--- config.mk ---
export PLATFORM = sky130hd
export DESIGN_NAME = coin_dispenser
export DESIGN_NICKNAME = d
export VERILOG_FILES = /design/src/rtl/coin_pkg.sv /design/src/rtl/coin_tube.sv /design/src/rtl/coin_dispenser.sv
export SDC_FILE = /design/constraint.sdc
export NUM_CORES = 1
export LEC_CHECK = 0
export ABC_AREA = 1
export CAP_MARGIN = 20
export CORE_ASPECT_RATIO = 1.5
export CORE_MARGIN = 2
export CORE_UTILIZATION = 45
export CTS_BUF_LIST = sky130_fd_sc_hd__clkbuf_4 sky130_fd_sc_hd__clkbuf_8
export DETAILED_ROUTE_END_ITERATION = 16
export GPL_TIMING_DRIVEN = 0
export PLACE_DENSITY = 0.64
export SYNTH_ARGS = -nofsm -noshare
export SYNTH_HDL_FRONTEND = slang
export SYNTH_SLANG_ARGS = --single-unit
export TNS_END_PERCENT = 50
--- constraint.sdc ---
create_clock -name clk -period 6.9 [get_ports clk]
set_input_delay 1.035 -clock clk [delete_from_list [all_inputs] [get_ports clk]]
set_output_delay 1.035 -clock clk [all_outputs]
set_load 0.02 [all_outputs]
--- src/rtl/coin_pkg.sv ---
// Shared types and cent values for the coin dispenser: coin identifiers,
// dispenser FSM states and a coin-to-cents helper.
package coin_pkg;

  typedef enum logic [1:0] {COIN_NONE, COIN_5, COIN_10, COIN_25} coin_t;

  typedef enum logic [1:0] {IDLE, FIRE, GAP} disp_state_t;

  localparam logic [4:0] CENTS_5  = 5'd5;
  localparam logic [4:0] CENTS_10 = 5'd10;
  localparam logic [4:0] CENTS_25 = 5'd25;

  function automatic logic [4:0] coin_cents(input coin_t c);
    case (c)
      COIN_5:  return CENTS_5;
      COIN_10: return CENTS_10;
      COIN_25: return CENTS_25;
      default: return 5'd0;
    endcase
  endfunction

endpackage

--- src/rtl/coin_tube.sv ---
// One coin tube: detect edge counting, saturating inventory, empty decode
// and the pending-request counter for this denomination.
module coin_tube #(
  parameter int TUBE_W     = 6,
  parameter int TUBE_MAX   = 63,
  parameter int INIT_COUNT = 0,
  parameter int PEND_W     = 4
) (
  input  logic clk,
  input  logic reset,
  input  logic detect,
  input  logic req,
  input  logic take,
  input  logic pop,
  output logic empty,
  output logic pending_nz,
  output logic lost
);

  localparam logic [TUBE_W-1:0] T_MAX    = TUBE_W'(TUBE_MAX);
  localparam logic [TUBE_W-1:0] T_INIT   = TUBE_W'(INIT_COUNT);
  localparam logic [PEND_W-1:0] PEND_MAX = '1;

  logic              det_q;
  logic [TUBE_W-1:0] count;
  logic [PEND_W-1:0] pend;
  logic              inc;

  // An increment at capacity is dropped even when a coin leaves this cycle.
  assign inc        = detect && !det_q && (count != T_MAX);
  assign lost       = req && (pend == PEND_MAX) && !pop;
  assign empty      = (count == '0);
  assign pending_nz = (pend != '0);

  always_ff @(posedge clk or posedge reset) begin
    if (reset) begin
      det_q <= 1'b0;
      count <= T_INIT;
      pend  <= '0;
    end else begin
      det_q <= detect;
      count <= count + TUBE_W'(inc) - TUBE_W'(take);
      pend  <= pend + PEND_W'(req && !lost) - PEND_W'(pop);
    end
  end

endmodule

--- src/rtl/coin_dispenser.sv ---
// Change dispenser: queues change requests per coin and pulses the tube
// solenoids one coin at a time. Optional statistics under COIN_DISP_STATS_EN.
module coin_dispenser
  import coin_pkg::*;
#(
  parameter int PULSE_CYC  = 20,
  parameter int GAP_CYC    = 10,
  parameter int TUBE_W     = 6,
  parameter int TUBE_MAX   = 63,
  parameter int INIT_COUNT = 0,
  parameter int PEND_W     = 4
) (
  input  logic        clk,
  input  logic        reset,
  input  logic        detect_5,
  input  logic        detect_10,
  input  logic        detect_25,
  input  logic        return_5,
  input  logic        return_10,
  input  logic        return_25,
  output logic        sol_5,
  output logic        sol_10,
  output logic        sol_25,
  output logic        empty_5,
  output logic        empty_10,
  output logic        empty_25,
  output logic        busy,
  output logic        err_empty,
  output logic        err_ovf,
  output disp_state_t dbg_state
`ifdef COIN_DISP_STATS_EN
  ,
  output logic [15:0] disp_cents,
  output logic [7:0]  drop_cnt
`endif
);

  localparam int TMR_MAX = (PULSE_CYC > GAP_CYC) ? PULSE_CYC : GAP_CYC;
  localparam int TMR_W   = $clog2(TMR_MAX + 1);
  localparam logic [TMR_W-1:0] PULSE_LOAD = TMR_W'(PULSE_CYC - 1);
  localparam logic [TMR_W-1:0] GAP_LOAD   = TMR_W'(GAP_CYC - 1);
  localparam logic [TMR_W-1:0] TMR_ONE    = TMR_W'(1);

  // Bit order everywhere: [0]=5c, [1]=10c, [2]=25c.
  logic [2:0] det_v, req_v, take_v, pop_v, empty_v, pnz_v, lost_v;
  logic [2:0] sol_q;

  disp_state_t      state;
  logic [TMR_W-1:0] timer;
  coin_t            sel_coin;
  logic [1:0]       sel_idx;
  logic             dispatch;
  logic             sel_stock;

  assign det_v = {detect_25, detect_10, detect_5};
  assign req_v = {return_25, return_10, return_5};

  for (genvar i = 0; i < 3; i++) begin : g_tube
    coin_tube #(
      .TUBE_W    (TUBE_W),
      .TUBE_MAX  (TUBE_MAX),
      .INIT_COUNT(INIT_COUNT),
      .PEND_W    (PEND_W)
    ) u_tube (
      .clk       (clk),
      .reset     (reset),
      .detect    (det_v[i]),
      .req       (req_v[i]),
      .take      (take_v[i]),
      .pop       (pop_v[i]),
      .empty     (empty_v[i]),
      .pending_nz(pnz_v[i]),
      .lost      (lost_v[i])
    );
  end

  // Highest-value coin wins so large change drains first.
  always_comb begin
    sel_coin = COIN_NONE;
    sel_idx  = 2'd0;
    if (pnz_v[2]) begin
      sel_coin = COIN_25;
      sel_idx  = 2'd2;
    end else if (pnz_v[1]) begin
      sel_coin = COIN_10;
      sel_idx  = 2'd1;
    end else if (pnz_v[0]) begin
      sel_coin = COIN_5;
      sel_idx  = 2'd0;
    end
  end

  assign dispatch  = (state == IDLE) && (sel_coin != COIN_NONE);
  assign sel_stock = !empty_v[sel_idx];
  assign pop_v     = dispatch ? (3'b001 << sel_idx) : 3'b000;
  assign take_v    = (dispatch && sel_stock) ? (3'b001 << sel_idx) : 3'b000;

  always_ff @(posedge clk or posedge reset) begin
    if (reset) begin
      state     <= IDLE;
      timer     <= '0;
      sol_q     <= 3'b000;
      err_empty <= 1'b0;
      err_ovf   <= 1'b0;
`ifdef COIN_DISP_STATS_EN
      disp_cents <= 16'd0;
      drop_cnt   <= 8'd0;
`endif
    end else begin
      if (|lost_v) err_ovf <= 1'b1;
      case (state)
        IDLE: begin
          if (dispatch) begin
            if (sel_stock) begin
              state <= FIRE;
              sol_q <= pop_v;
              timer <= PULSE_LOAD;
`ifdef COIN_DISP_STATS_EN
              disp_cents <= disp_cents + 16'(coin_cents(sel_coin));
`endif
            end else begin
              err_empty <= 1'b1;
`ifdef COIN_DISP_STATS_EN
              if (drop_cnt != 8'hff) drop_cnt <= drop_cnt + 8'd1;
`endif
            end
          end
        end
        FIRE: begin
          if (timer == '0) begin
            state <= GAP;
            sol_q <= 3'b000;
            timer <= GAP_LOAD;
          end else begin
            timer <= timer - TMR_ONE;
          end
        end
        GAP: begin
          if (timer == '0) state <= IDLE;
          else             timer <= timer - TMR_ONE;
        end
        default: begin
          state <= IDLE;
          sol_q <= 3'b000;
        end
      endcase
    end
  end

  assign sol_5     = sol_q[0];
  assign sol_10    = sol_q[1];
  assign sol_25    = sol_q[2];
  assign empty_5   = empty_v[0];
  assign empty_10  = empty_v[1];
  assign empty_25  = empty_v[2];
  assign busy      = (state != IDLE) || (|pnz_v);
  assign dbg_state = state;

endmodule

==> key figures <==
GRT
  • Largest net degree at the start of global routing: 41
  • Gr ovfl total: 0
  • Initial antenna violation count: 0
  • Vias in the first global route: ~2400
  • First-pass GRT wire length: 10.3 mm
  • GRT Total Usage: 0.168

Final layout
  • Final #Nets: 442
  • Final std cells w/o fill: 454
  • Final core occ: 0.520
  • Antenna diode count: 0
  • Area Overhead vs Synth: 12.2%
  • Layout cell share with drive strength beyond 1: 0.0984

Worst hold path
  • Hold/Removal Path Class: flip-flop to flip-flop
  • Hold endpoint: sol_q[1]
  • Min-Delay Path Depth: 2
  • Hold Startpoint: sol_q[1]

Logic synthesis
  • Sequential share of the synthesized area: 0.357
  • Cell taking the most area after synthesis: dfrtp_1
  • Mapped cell area: 3150 µm²
  • Yosys warnings: 0
  • Synth cell types: 34
  • Synth top area share: 0.357
  • #FFs+latches synth: 45
  • Syn Inst Count: 349
  • EDFF count, synth: 0
  • Async set-reset flop share out of synthesis: 1.00
  • Syn_nets: 416
  • Area contributors post-synth: dfrtp_1, ha_1, inv_1, nand2_1, fa_1
  • Synth Flop Type: dfrtp_1
  • Syn Area/Cell: 9.04 µm²

Floorplan
  • # rows: 37
  • CORE AREA: 6810 µm²
  • Die Area: approximately 7700 µm²
  • Die Span Y: approximately 110 µm
  • Die Span X: 72.4 µm
  • Initial core utilization: 0.464
  • Top Ports: 19

STA
  • Slew margin rel.: 0.797
  • Final hold vios: 0
  • Crit path time final: 3.09 ns
  • Clock Skew: about 0.012 ns
  • Worst-margin pin slew: just over 0.3 ns
  • TNS Setup: 0 ns
  • Tcrit/Tclk final: 0.448
  • Fin Hold WS: approximately 0.5 ns
  • Final setup fails: 0
  • Max frequency: 323 MHz
  • RSZ-0062 raised after global routing: no
  • Max Transition Viols Final: 0

Route
  • Vias per cell: around 4.9
  • DR WL/cell: 12.2 µm
  • Post-Route WL: 5.53 mm
  • DRC violations left: 0
  • Initial DRC Count: a little under 90
  • Post-route ant nets: 0
  • DR pass1 iterations: 4
  • Via Count: 2240

Power and ir drop
  • Max IR drop VDD: 278 µV
  • PD cells: 478 nW/µm²
  • Static Leak: 0.00189 µW

Worst setup path
  • CP peak stage delay: 0.54 ns
  • CP Capture Type: primary output
  • Critical R2R Launch: g_tube[1].u_tube.count[2]
  • Reg2Reg Setup Slack: 4.09 ns
  • CP startpoint kind: flip-flop
  • Crit-path max FO: 3
  • Crit path kind: flip-flop to primary output
  • Critical path arrival: 2.06 ns
  • CP required: a little under 6 ns
  • Cell Chain, Critical Path: inv_1 > ha_1 > nand3_4 > nor2_4 > nand2_1 > inv_1 > nand2_1 > clkdlybuf4s50_1
  • R2R cell count: 14
  • Crit Reg-Reg Endpoint: g_tube[1].u_tube.count[4]
  • Crit-path slowest cell: clkdlybuf4s50_1

Job
  • Max-Cap Viols: 0

Status
  • Status: complete, no violations

Place
  • Placed cells: 446
  • HPWL Detailed: 4.44 mm
  • Number of buffers added on ports: 18
  • Gpl congestion: just under 0.8

Clocking
  • CTS buffer count: 5
  • Post-CTS Setup Inserts: 0
  • Worst skew pair latency: approximately 0.3 ns
  • Clk slew on worst S/H paths: 0.09 ns
  • Clock sink count: 45
  • CTS H-Tree Depth: 2
  • CTS tree: built
  • CTS Hold Bufs: 0
  • Post-CTS Resized: 0
  • Clk buf depth: 2
  • CTS root buf: clkbuf_8
## synth_stat cells (3+ instances only)
library cell  instances
inv_1                67
nand2_1              67
xor2_1                8
inv_2                 5
nand2_2               3
dfrtp_1              45
a21oi_1              11
nor2_1               16
o31ai_1               3
nand4_1              11
ha_1                 53
nand3_2               5
fa_1                  6
xnor2_1               8
nand3_1              14
o21ai_0               3
## flip-flops by register name, summed over array words and instances (netlist names)
name                 flops
sol_q                    3
dbg_state                2
g_tube.u_tube.pend      12
err_empty                1
g_tube.u_tube.det_q      3
g_tube.u_tube.count     18
timer                    5
err_ovf                  1
## layer usage
| layer | up-vias | track usage | wire length [µm] |
|---|---|---|---|
| met3 | 9 | 0.0256 | 140 |
| li1 | 1146 | - | - |
| met4 | 0 | 0.0553 | 98 |
| met5 | - | 0 | 0 |
| met2 | 26 | 0.315 | 3010 |
| met1 | 1059 | 0.187 | 2280 |
## metrics by stage
| step | cell area [µm²] | setup slack [ns] | power (µW) |
|---|---|---|---|
| after floorplan | 3150 | 4.21 | 1310 |
| after global placement | 3430 | 3.80 | 1500 |
| after detailed placement | 3450 | 4.06 | 1550 |
| after CTS | 3540 | 3.78 | 1730 |
| after global routing | 3540 | 3.69 | 1920 |
| final | 3540 | 3.81 | 1690 |
## layout by cell type (no fill, tap or decap), types with 2 or more instances in the layout
cell type / count
nand2_1: 67
inv_1: 66
ha_1: 53
dfrtp_1: 45
clkdlybuf4s50_1: 18
nor2_1: 16
nand3_1: 14
nand4_1: 11
a21oi_1: 11
xor2_1: 8
xnor2_1: 8
inv_2: 6
clkbuf_8: 6
fa_1: 6
nand3_2: 5
nand2_2: 3
clkinv_2: 3
o31ai_1: 3
o21ai_0: 3
nand3_4: 2
nor2_4: 2
nor3_2: 2
nor3_1: 2
nand3b_1: 2
o21a_1: 2
## critical path, delay by kind of cell (launching register included)
family	cells	cell delay (ns)
adder cells (fa/ha/maj)	1	0.24
buffers and inverters	3	0.72
flip-flops	1	0.39
AND/OR/NAND/NOR	4	0.42
## cells by family (layout without fill, tap and decap cells)
group / Yosys count / after routing / share of synthesized area
flip-flops: 45 / 45 / 0.357
buffers and inverters: 76 / 103 / 0.0968
adder cells (fa/ha/maj): 59 / 59 / 0.248
XOR/XNOR: 16 / 16 / 0.0444
AND/OR/NAND/NOR: 131 / 131 / 0.212
AO/OA/AOI/OAI: 22 / 22 / 0.0416
## layout make-up
type | instances | area (µm²)
clock inverters | 2 | 10.0
inverters | 73 | 275
clock buffers | 6 | 76.3
flip-flops and latches | 45 | 1130
repair buffers | 19 | 200
plain buffers | 3 | 30.0
well taps | 78 | 97.6
multi-input cells | 228 | 1720
fillers | 637 | 3270
## worst max-delay path by stage
| stage | startpoint | to | slack, ns | cells past startpoint |
|---|---|---|---|---|
| global route | g_tube[2].u_tube.pend[2] | busy | 3.69 | 8 |
| finish | g_tube[2].u_tube.pend[2] | busy | 3.81 | 8 |
| detailed placement | detect_10 | g_tube[1].u_tube.count[4] | 4.06 | 8 |
| CTS | g_tube[2].u_tube.pend[2] | busy | 3.78 | 8 |
| floorplan | g_tube[1].u_tube.count[2] | g_tube[1].u_tube.count[4] | 4.21 | 14 |
| global placement | reset | timer[0] | 3.80 | 2 |
## power breakdown
part	switching (µW)	internal [µW]
clock	91.0	74.3
combinational	578	450
sequential	94.4	405
total	764	930
(Power assumes the default switching activity.)
